## src/rtl/fetch_pc_unit.sv

```systemverilog
// fetch_pc_unit: architectural PC plus single-outstanding instruction fetch
// with a valid/ready hand-off to the core and redirect support.
// Optional feature macro: FETCH_MISALIGN_CHECK_EN (trap on misaligned redirect).
module fetch_pc_unit #(
    parameter logic [31:0] RESET_PC = 32'h0000_0000
) (
    input  logic        clk,
    input  logic        rst,
    output logic        imem_req,
    output logic [31:0] imem_addr,
    input  logic        imem_rvalid,
    input  logic [31:0] imem_rdata,
    output logic [31:0] PC,
    output logic [31:0] PCplus4,
    output logic [31:0] Inst,
    output logic        inst_valid,
    input  logic        inst_ready,
    input  logic        redirect,
    input  logic [31:0] redirect_pc
`ifdef FETCH_MISALIGN_CHECK_EN
    ,
    output logic        misaligned
`endif
);

    localparam int unsigned XLEN = 32;
    localparam logic [XLEN-1:0] NOP_INST    = 32'h0000_0013;
    localparam logic [XLEN-1:0] RESET_PC_P4 = RESET_PC + XLEN'(4);
    localparam logic [XLEN-1:0] ALIGN_MASK  = ~XLEN'(3);

    typedef enum logic [1:0] {
        S_FETCH = 2'd0,
        S_WAIT  = 2'd1,
        S_VALID = 2'd2
`ifdef FETCH_MISALIGN_CHECK_EN
        ,
        S_TRAP  = 2'd3
`endif
    } state_t;

    state_t            state;
    state_t            state_nxt;
    logic [XLEN-1:0]   fetch_pc;
    logic [XLEN-1:0]   fetch_pc_nxt;
    logic              discard;
    logic              discard_nxt;
    logic              capture;
    logic              req_c;
    logic [XLEN-1:0]   target_pc;
`ifdef FETCH_MISALIGN_CHECK_EN
    logic              trap_set;
`endif

    // Low address bits of a redirect target are dropped; misaligned targets trap when checking is enabled.
    assign target_pc = redirect_pc & ALIGN_MASK;
    assign imem_addr = fetch_pc;
    assign imem_req  = req_c & ~rst;

    // State, fetch PC and discard-flag registers.
    always_ff @(posedge clk or posedge rst) begin
        if (rst) begin
            state    <= S_FETCH;
            fetch_pc <= RESET_PC;
            discard  <= 1'b0;
        end else begin
            state    <= state_nxt;
            fetch_pc <= fetch_pc_nxt;
            discard  <= discard_nxt;
        end
    end

    // Next-state, next fetch PC and request decode; redirect wins over every other event.
    always_comb begin
        state_nxt    = state;
        fetch_pc_nxt = fetch_pc;
        discard_nxt  = discard;
        capture      = 1'b0;
        req_c        = 1'b0;
`ifdef FETCH_MISALIGN_CHECK_EN
        trap_set     = 1'b0;
`endif
        case (state)
            S_FETCH: begin
                if (redirect) begin
                    fetch_pc_nxt = target_pc;
                end else begin
                    req_c     = 1'b1;
                    state_nxt = S_WAIT;
                end
            end
            S_WAIT: begin
                if (redirect) begin
                    fetch_pc_nxt = target_pc;
                    if (imem_rvalid) begin
                        discard_nxt = 1'b0;
                        state_nxt   = S_FETCH;
                    end else begin
                        discard_nxt = 1'b1;
                    end
                end else if (imem_rvalid) begin
                    if (discard) begin
                        discard_nxt = 1'b0;
                        state_nxt   = S_FETCH;
                    end else begin
                        capture   = 1'b1;
                        state_nxt = S_VALID;
                    end
                end
            end
            S_VALID: begin
                if (redirect) begin
                    fetch_pc_nxt = target_pc;
                    state_nxt    = S_FETCH;
                end else if (inst_ready) begin
                    fetch_pc_nxt = fetch_pc + XLEN'(4);
                    state_nxt    = S_FETCH;
                end
            end
`ifdef FETCH_MISALIGN_CHECK_EN
            S_TRAP: begin
                state_nxt = S_TRAP;
            end
`endif
            default: begin
                state_nxt = S_FETCH;
            end
        endcase
`ifdef FETCH_MISALIGN_CHECK_EN
        if (redirect && (redirect_pc[1:0] != 2'b00) && (state != S_TRAP)) begin
            state_nxt    = S_TRAP;
            fetch_pc_nxt = fetch_pc;
            discard_nxt  = 1'b0;
            capture      = 1'b0;
            req_c        = 1'b0;
            trap_set     = 1'b1;
        end
`endif
    end

    // Presented instruction, its PC, and the valid / sticky-trap flags.
    always_ff @(posedge clk or posedge rst) begin
        if (rst) begin
            PC         <= RESET_PC;
            PCplus4    <= RESET_PC_P4;
            Inst       <= NOP_INST;
            inst_valid <= 1'b0;
`ifdef FETCH_MISALIGN_CHECK_EN
            misaligned <= 1'b0;
`endif
        end else begin
            inst_valid <= (state_nxt == S_VALID);
            if (capture) begin
                Inst    <= imem_rdata;
                PC      <= fetch_pc;
                PCplus4 <= fetch_pc + XLEN'(4);
            end
`ifdef FETCH_MISALIGN_CHECK_EN
            if (trap_set) begin
                misaligned <= 1'b1;
            end
`endif
        end
    end

endmodule
```

## config.mk

```make
export PLATFORM = sky130hd
export DESIGN_NAME = fetch_pc_unit
export DESIGN_NICKNAME = d
export VERILOG_FILES = /design/src/rtl/fetch_pc_unit.sv
export SDC_FILE = /design/constraint.sdc
export NUM_CORES = 1
export LEC_CHECK = 0
export ABC_AREA = 1
export BUFFER_PORTS_ARGS = -buffer_cell sky130_fd_sc_hd__buf_2
export CAP_MARGIN = 10
export CORE_MARGIN = 2
export CORE_UTILIZATION = 55
export DETAILED_ROUTE_END_ITERATION = 10
export GPL_TIMING_DRIVEN = 0
export MAX_ROUTING_LAYER = met4
export PLACE_DENSITY_LB_ADDON = 0.1
export SYNTH_ARGS = -nofsm -noshare
export SYNTH_HDL_FRONTEND = slang
export SYNTH_SLANG_ARGS = --single-unit
export TNS_END_PERCENT = 1
```

## constraint.sdc

```tcl
create_clock -name clk -period 7.3 [get_ports clk]
set_clock_uncertainty 0.2 [all_clocks]
set_input_delay 2.19 -clock clk [delete_from_list [all_inputs] [get_ports clk]]
set_output_delay 2.19 -clock clk [all_outputs]
set_load 0.03 [all_outputs]
```

* After elaboration in Yosys (flattened, before gate mapping)
Cells that the tools add are included.
Operators by class: $add $sub $neg 1, equal/unequal tests 5, mux-type cells 21, bitwise gates (word level) 2, reduce and logical (&&, ||, !) cells 6
Operators by type and width (number):
- $mux W32 | 3
- $pmux W32 S2 | 1
- $add A32 B3 Y32 const B | 1
- $mux W2 | 7
- $mux W1 | 9
- $pmux W2 S3 | 1
- $eq A2 B2 Y1 const B | 2
- $reduce_bool A2 Y1 | 2
- $ne A3 B3 Y1 const B | 1
- $reduce_and A3 Y1 | 1
- $eq A2 B1 Y1 const B | 1
- $logic_not A2 Y1 | 1
- $ne A2 B1 Y1 const B | 1
- $reduce_and A2 Y1 | 1
- $reduce_or A2 Y1 | 1
- $and A1 B1 Y1 | 1
- $not A1 Y1 | 1
Word-level totals: register bits 132, input port bits 69, output and inout port bits 130

* Depth between registers and ports, before layout
Gate-level depths: netlist of run 1.
word-level depth 5, gate-level depth with buffers 10, gate-level depth less buffers 10

* Worst setup path after synthesis of run 1
Ideal clock, no wire load.
path type in2out, start in redirect, end out imem_req, data arrival time 2.776 ns, data required time 4.910 ns, path slack 2.134 ns, stages on the path 3, buffers on the path 0, cell sequence inv_1 -> nand3_1 -> nor2_1
On the way: longest elaborated chain between the ends 3
Ends and longest elaborated chain:
- start: declaration | RTL line 18 | input logic redirect,
- $mux W1 | RTL line 84 | if (redirect) begin
- $mux W1 | RTL line 82 | case (state)
- $and A1 B1 Y1 | RTL line 57 | assign imem_req = req_c & ~rst;
- end: declaration | RTL line 9 | output logic imem_req,
Every way passes these cells.

* Worst setup path after layout of run 1
Ends and elaborated chain as after synthesis.

==> impl_metrics.toml, run 1 <==
[logic_synthesis]
synthMostInstantiatedCell = "nand2_1"
synth_area_sq_um = 5986
synthArstFlopShare_pct = 100.0
synth_edf_count = 0
yosys.area_share.simple_pct = 29.93
yosysTopAreaCellShare_pct = 51.00
synth_top_family_by_area = "simple AND/OR/NAND/NOR gates"
synth_area_per_cell_sq_um = 7.824
ys_types = 32
synth_seq_cells = 126
ys_warn_count = 0
yosys.area.top_type = "dfrtp_1"
synthAdderAreaFrac_pct = 0.2090
ys.flop_type = "dfrtp_1"
synth_compound_area_share_pct = 9.553
synth_xor_area_share_pct = 1.171
synth_cells = 765
synthTopCellsByCount = "336 x nand2_1, 122 x dfrtp_1, 63 x nor2_1, 44 x o21ai_0, 41 x inv_1"
ys_top_cells_by_area = "dfrtp_1 51%, nand2_1 21%, nor2_1 4.0%, o21ai_0 3.7%, nand3_1 2.7%"
yosysSeqAreaShare_pct = 52.76
muxShareOfSynthArea_pct = 0

[sta]
fin_ws_ns = 2.120
finalCritPeriodShare_pct = 70.96
max_freq_mhz = 193.0
hold_violations = 0
setup_violations = 0
rsz0062_at_grt = "no"
drv_slew = 0
finalCriticalPeriod_ns = 5.180
final.setup.tns_ns = 0
tightest_slew_ns = 0.5995
max-slew-margin-rel_pct = 60.03

[pwr]
power.internal_w = 0.001900
ir_drop_mv = 0.2220
power_density_nw_per_um2 = 449.6
p_leak_nw = 4.151
pwr-share-seq_pct = 34.1
p_switching_w = 0.001584
power_frac_clock_pct = 24.0
p_comb_share_pct = 41.9
p_sw_share_pct = 45.47

[finish]
fin_util_pct = 72.14
layout-drive-gt1-share_pct = 27.39
nFillCells = 882
syn2layout_area_growth_pct = 29.49
fin_nets = 1050
num_antenna_cells = 0

[clocking]
cts_buffers = 17
insertion_delay_ns = 0.53
hold_buffers = 0
cts_sinks = 126
post_cts_buffers = 0
clk_pin_slew_worst_paths_ns = 0.06
cts_tree = "done"
cts_buffer_depth = 2
cts_resized = 0
htree_levels = 4
cts_root_buffer = "clkbuf_8"

[placement]
gp_congestion = 0.9550
dpl_worst_slack_ns = 2.125
dp_hpwl_microns = 12810
io_buffer_count = 190

[grt]
grt_pass1_vias = 5449
grt_pass1_wl_microns = 27140
globalRouteOverflowTotal = 0
grt_use_total_pct = 31.53
grt_max_degree = 68
antenna_found_initial = 0

[floorplan]
fp-row-count = 38
initial_utilization_pct = 55.71
die-area_sq_um = 11730
die_w_microns = 108.3
ioPinCount = 199
die-height_microns = 108.3
core_area_sq_um = 10750

[drt]
drt-total-wl_microns = 17540
drc = 0
dr_wl_met2_microns = 8174
antenna_left = 0
dr_total_vias = 5863
dr_wl_met3_microns = 1556
wire_per_inst_microns = 15.48
drt_iter0_markers = 471
m1WireLength_microns = 7469
first_pass_iters = 7
highest_layer = "met4"
routed_via_density = 5.175

[worst_setup_path]
crit_type = "in -> out"
cp_data_required_time_ns = 4.91
cp-start-kind = "input port"
cp-end-kind = "output port"
timing.critical_path.arrival_ns = 2.79
crit_fanout = 4

[status]
status = "complete, no violations"

[job]
maxCapViolCount = 0

[hold_path]
hold_path_class = "reg -> reg"
==> power groups by stage <==
stage                     clock, W  sequential, W  combinational [W]
after global routing      0.000883        0.00122            0.00158
after CTS                 0.000842        0.00119            0.00146
after floorplan                  0        0.00175           0.000421
after detailed placement         0        0.00119            0.00146
final                     0.000837        0.00119            0.00146
after global placement           0        0.00119            0.00144
==> path summary, 6_finish.rpt <==
kind | slack, ns | from | endpoint | cells past startpoint
min in group asynchronous | 1.55 | rst | Inst[6] | 2
hold reg to reg | 0.27 | Inst[1] | Inst[1] | 2
setup reg to reg | 5.22 | imem_addr[2] | imem_addr[12] | 8
max in group asynchronous | 4.65 | rst | imem_addr[24] | 3
setup / recovery | 2.12 | redirect | imem_req | 5
hold / removal | 0.27 | Inst[1] | Inst[1] | 2
==> placed cells by master, fill, tap and decap left out, types with 5 or more instances in the layout <==
cell type	instances
clkbuf_16	16
nor2_1	63
nand3_1	32
a21oi_1	11
a31oi_1	10
o21a_1	17
conb_1	6
buf_2	202
o21ai_0	44
xor2_1	8
buf_4	11
nor2_2	5
clkbuf_1	12
inv_1	40
o22ai_1	6
dfrtp_1	122
o21ai_1	6
nand2_1	336
clkinv_4	5
==> through the flow <==
| stage | std cells | instance area, sq um | power [W] | hold slack, ns |
|---|---|---|---|---|
| finish | 1133 | 7751 | 0.003485 | 0.2723 |
| global route | 1133 | 7751 | 0.003682 | 0.2889 |
| CTS | 1133 | 7751 | 0.003492 | 0.2767 |
| detailed placement | 1101 | 7163 | 0.002650 | 0.2593 |
| global placement | 1100 | 7131 | 0.002624 | 0.2547 |
| floorplan | 770 | 6005 | 0.002175 | 0.3095 |
==> cell type report <==
class	count	area [sq um]	area share (%)
flip-flops and latches	126	3158	40.74
well taps	140	175.2	2.260
inverters	45	173.9	2.244
multi-input cells	563	2469	31.85
repair buffers	191	978.4	12.62
plain buffers	36	209.0	2.696
clock inverters	13	156.4	2.018
clock buffers	19	431.7	5.569
==> sequential cells by signal (all words and copies together), names as in the netlist <==
register,count
state,2
PC,30
Inst,32
discard,1
imem_addr,30
PCplus4,30
inst_valid,1
==> kinds of logic after synthesis <==
| family | Yosys count |
|---|---|
| other | 1 |
| XOR/XNOR | 8 |
| AND/OR/NAND/NOR | 449 |
| adder cells (fa/ha/maj) | 1 |
| AO/OA/AOI/OAI | 99 |
| flip-flops | 126 |
| buffers and inverters | 81 |
==> layer usage <==
layer	vias to the layer above	track usage [%]
met2	289	49.28
met4	0	11.08
met5	-	-
li1	2843	-
met3	28	8.017
met1	2703	40.29
==> worst max-delay path: stages <==
cell and delay [ns]:
buf_2 0.10, inv_1 0.10, nand3_1 0.11, nor2_1 0.09, buf_2 0.20
Note: power is estimated with default switching activity, not from simulation.
==> inputs of run 2 (changes only) <==
- ABC_AREA: 1 -> 0
- CORE_UTILIZATION: 55 -> 51
- clock period: 7.3 -> 5.17 ns (I/O delays scaled with it)
==> run 2 against run 1 <==
Effect of this change:
- core utilization down 5.1 points
- sequential share of layout area is 1.3 points lower
- critical path depth decreased by 2
- via count is 6.4% higher
- cell count fell by 2.8%
- area after synthesis up 3.6%
- total power grew 47%
- critical path type unchanged
- largest power group unchanged
==> impl_metrics.toml, run 2 <==
[status]
status = "complete, no violations"

[grt]
antenna_found_initial = 0
grt_use_total_pct = 31.90
grt_pass1_wl_microns = 30970
grt_max_degree = 100
globalRouteOverflowTotal = 0
grt_pass1_vias = 5851

[logic_synthesis]
yosysSeqAreaShare_pct = 50.93
synth_compound_area_share_pct = 13.54
ys_top_cells_by_area = "dfrtp_1 49%, nand2_1 14%, o21ai_0 3.9%, clkbuf_1 3.1%, nor2_1 2.2%"
synthAdderAreaFrac_pct = 0.2018
synth_cells = 727
synth_area_sq_um = 6201
synth_edf_count = 0
synth_seq_cells = 126
synthArstFlopShare_pct = 100.0
synthTopCellsByCount = "235 x nand2_1, 122 x dfrtp_1, 52 x clkbuf_1, 48 x o21ai_0, 36 x nor2_1"
synthMostInstantiatedCell = "nand2_1"
synth_area_per_cell_sq_um = 8.530
synth_top_family_by_area = "simple AND/OR/NAND/NOR gates"
muxShareOfSynthArea_pct = 0.1816
ys_warn_count = 0
yosysTopAreaCellShare_pct = 49.23
yosys.area.top_type = "dfrtp_1"
ys_types = 59
ys.flop_type = "dfrtp_1"
synth_xor_area_share_pct = 2.119
yosys.area_share.simple_pct = 27.82

[pwr]
ir_drop_mv = 0.2976
power_density_nw_per_um2 = 638.6
p_leak_nw = 3.974

[clocking]
cts_resized = 0
hold_buffers = 0
clk_pin_slew_worst_paths_ns = 0.05
cts_root_buffer = "clkbuf_16"
cts_buffers = 17
cts_sinks = 126
post_cts_buffers = 0
htree_levels = 4
cts_tree = "done"
insertion_delay_ns = 0.42
cts_buffer_depth = 2

[floorplan]
ioPinCount = 199
die-area_sq_um = 13060
fp-row-count = 40
core_area_sq_um = 11960
die_w_microns = 114.3
die-height_microns = 114.3
initial_utilization_pct = 51.84

[finish]
syn2layout_area_growth_pct = 29.26
final_common_cell = "nand2_1"
layout-drive-gt1-share_pct = 26.42
regMostFlops = "Inst"
fin_nets = 1011
nFillCells = 1027
largest_register_ffs = 32
stdcell_count = 1101
layout_common_cells = "235 x nand2_1, 200 x buf_2, 122 x dfrtp_1"
fin_util_pct = 67.01
num_antenna_cells = 0
final_area_sq_um = 8015

[sta]
finalCritPeriodShare_pct = 76.78
tightest_slew_ns = 0.9980
final.setup.tns_ns = 0
max-slew-margin-rel_pct = 33.22
max_freq_mhz = 251.9
drv_slew = 0
hold_violations = 0
setup_violations = 0
finalCriticalPeriod_ns = 3.969
rsz0062_at_grt = "no"

[placement]
gp_congestion = 0.9376
dp_hpwl_microns = 14120
place_area_sq_um = 7382
placedCellCount = 1069
io_buffer_count = 189

[drt]
dr_total_vias = 6241
drt_iter0_markers = 425
wire_per_inst_microns = 18.08
routed_via_density = 5.668
drt-total-wl_microns = 19900
antenna_left = 0
first_pass_iters = 5
drc = 0

[worst_setup_path]
cp-end-kind = "output port"
timing.critical_path.arrival_ns = 2.22
crit_type = "in -> out"
cp_data_required_time_ns = 3.42
crit_fanout = 9
cp-start-kind = "input port"

[hold_path]
hold_path_class = "reg -> reg"

[job]
maxCapViolCount = 0
-- run 2: final timing paths --
| kind | cells past startpoint | slack [ns] | from | endpoint |
|---|---|---|---|---|
| setup reg to reg | 8 | 2.24 | imem_addr[10] | PCplus4[19] |
| hold reg to reg | 2 | 0.27 | Inst[0] | Inst[0] |
| min in group asynchronous | 2 | 0.90 | rst | Inst[6] |
| hold / removal | 2 | 0.27 | Inst[0] | Inst[0] |
| max in group asynchronous | 3 | 3.10 | rst | PC[10] |
| setup / recovery | 3 | 1.20 | redirect | imem_req |
-- run 2: metal layers --
layer / part of all wire [%] / vias to the layer above / global-route usage, % / wire [microns]
li1: - / 2923 / - / -
met5: 0 / - / - / 0
met2: 46 / 324 / 47.78 / 9225
met4: 2.8 / 0 / 14.07 / 558
met3: 7.6 / 43 / 5.347 / 1518
met1: 43 / 2951 / 43.06 / 8599
-- run 2: area by class of cell --
cell class	instances	area, sq um	share of cell area [%]
sequential	126	3158	39.40
multi-input combinational	532	2743	34.22
timing repair buffer	190	973.4	12.14
clock buffer	21	470.5	5.869
buffer	72	311.5	3.887
tap	147	183.9	2.295
clock inverter	11	162.7	2.029
inverter	2	12.51	0.1561
-- run 2: cell families after synthesis --
group,Yosys count
simple gates,378
buf+inv,74
flops,126
other cells,1
xor+xnor,15
mux,1
compound gates,131
fa+ha+maj,1
-- run 2: critical path, stage by stage --
cell	delay, ns
clkbuf_1	0.17
nor4_1	0.25
buf_2	0.25
-- run 2: where the power goes --
group | total [W] | internal [W] | switching [W]
Clock | 0.00128 | 0.000842 | 0.000434
Combinational | 0.00217 | 0.000611 | 0.00156
Sequential | 0.00167 | 0.00141 | 0.000264
Total | 0.00512 | 0.00286 | 0.00226
-- run 2: stage by stage --
stage	setup WS, ns	total power, W	hold slack (ns)
6_report	1.201	0.005119	0.2678
5_1_grt	1.168	0.005393	0.2812
4_1_cts	1.195	0.005134	0.2690
3_5_place_dp	1.141	0.003851	0.2566
3_3_place_gp	-1.318	0.003798	0.2443
2_1_floorplan	0.06968	0.003140	0.2809
==> inputs of run 3 (changes only) <==
- CORE_UTILIZATION: 51 -> 46
- clock period: 5.17 -> 3.5 ns (I/O delays scaled with it)
==> run 3 against run 2 <==
Effect of this change:
- die area is 10% higher
- final area is 0.94% higher
- total power is 49% higher
- cell count is 2.8% higher
- register-to-register slack worse by 1.8 ns
- non-clock buffer count is 2 higher
- first-iteration DRC count is 8.2% higher
- critical endpoint is now imem_addr[26]
- highest routed layer unchanged
==> impl_metrics.toml, run 3 (synthesis results as in run 2) <==
[status]
status = "complete, no violations"

[worst_setup_path]
crit_path_frequent_cell = "clkbuf_1"
ff2ff_path_depth = 8
timing.critical_path.arrival_ns = 3.33
slowest_stage = "a21oi_1"
crit_start = "redirect"
crit_cells = 8
reg2reg_from = "imem_addr[10]"
crit_fanout = 10
cp_data_required_time_ns = 3.63
critPathTopFamily = "buffers and inverters"
worstPathCellList = "clkbuf_1, a21oi_1, or2_1, clkbuf_1, clkbuf_1, buf_2, a21oi_1, o211ai_1"
crit_buf_inv = 4
cp-start-kind = "input port"
crit_type = "in -> reg"
cp-end-kind = "flop"
max_stage_delay_ns = 0.59

[grt]
grt_use_total_pct = 29.98
grt_pass1_vias = 5802
grt_pass1_wl_microns = 31900
grt_max_degree = 39
globalRouteOverflowTotal = 0
antenna_found_initial = 0

[finish]
largest_register_ffs = 32
final_common_cell = "nand2_1"
final_area_sq_um = 8090
layout_common_cells = "235 x nand2_1, 200 x buf_2, 122 x dfrtp_1"
num_antenna_cells = 0
fin_nets = 1013
layout-drive-gt1-share_pct = 26.67
fin_util_pct = 61.34
regMostFlops = "Inst"
syn2layout_area_growth_pct = 30.47

[pwr]
p_switching_w = 0.003386
power.internal_w = 0.004219
pwr-share-seq_pct = 32.6
p_sw_share_pct = 44.53
p_total_w = 0.007605
power_frac_clock_pct = 25.2
p_leak_nw = 3.980
ir_drop_mv = 0.3935
power_density_nw_per_um2 = 940.0
p_comb_share_pct = 42.2

[sta]
fin_ws_ns = 0.3032
max-slew-margin-rel_pct = 39.97
hold_violations = 0
fin_hold_ws_ns = 0.2617
max_freq_mhz = 312.8
finalCritPeriodShare_pct = 91.34
drv_slew = 0
rsz0062_at_grt = "no"
finalCriticalPeriod_ns = 3.197
setup_violations = 0
tightest_slew_ns = 0.8936

[placement]
gp_congestion = 0.8933
dp_hpwl_microns = 14840
io_buffer_count = 189
dpl_worst_slack_ns = -0.05922
place_area_sq_um = 7450

[clocking]
cts_buffers = 17
hold_buffers = 0
cts_buffer_depth = 2
cts_tree = "done"
clk_pin_slew_worst_paths_ns = 0.06
cts_root_buffer = "clkbuf_16"
cts_sinks = 126
insertion_delay_ns = 0.43
htree_levels = 4
cts_resized = 0
post_cts_buffers = 0

[floorplan]
die-area_sq_um = 14430
ioPinCount = 199
die-height_microns = 120.1
initial_utilization_pct = 47.01
die_w_microns = 120.1
fp-row-count = 42
core_area_sq_um = 13190

[drt]
first_pass_iters = 5
drt-total-wl_microns = 20600
wire_per_inst_microns = 18.20
drc = 0
routed_via_density = 5.439
dr_total_vias = 6157
antenna_left = 0
drt_iter0_markers = 460

[hold_path]
hold_start = "Inst[4]"
hold_path_class = "reg -> reg"
hold_depth = 2

[job]
maxCapViolCount = 0
run 3: metal layers:
| layer | global-route usage (%) | up-vias | wire (microns) |
|---|---|---|---|
| li1 | - | 2938 | - |
| met2 | 45.81 | 276 | 9589 |
| met5 | - | - | 0 |
| met4 | 8.309 | 0 | 309 |
| met3 | 6.226 | 26 | 1458 |
| met1 | 40.84 | 2917 | 9247 |
run 3: worst min-delay path, delay by kind of cell, from the launching register on:
family,cells,cell delay (ns)
AND/OR/NAND/NOR,2,0.10
flip-flops,1,0.36
run 3: cell type report:
cell class / instances / area [sq um]
fill: 1204 / 5100
sequential: 126 / 3158
multi-input combinational: 532 / 2743
timing repair buffer: 192 / 1006
clock buffer: 19 / 452.9
buffer: 72 / 311.5
tap: 176 / 220.2
clock inverter: 13 / 187.7
inverter: 2 / 11.26
run 3: power by group through the flow:
stage          registers (W)  logic, W  clock network, W
2_1_floorplan        0.00364   0.00100                 0
3_3_place_gp         0.00246   0.00317                 0
3_5_place_dp         0.00250   0.00321                 0
4_1_cts              0.00248   0.00322           0.00194
5_1_grt              0.00255   0.00346           0.00201
6_report             0.00248   0.00321           0.00192
run 3: metrics by stage:
stage	instances	TNS, ns
finish	1132	0
global route	1132	0
CTS	1132	0
detailed placement	1100	-0.1467
global placement	1097	-14.51
floorplan	732	0
run 3: path summary, 6_finish.rpt:
check,to,slack [ns]
setup / recovery,imem_addr[26],0.30
hold / removal,Inst[4],0.26
setup reg to reg,PCplus4[29],0.48
hold reg to reg,Inst[4],0.26
max in group asynchronous,PCplus4[2],1.77
min in group asynchronous,Inst[9],0.49
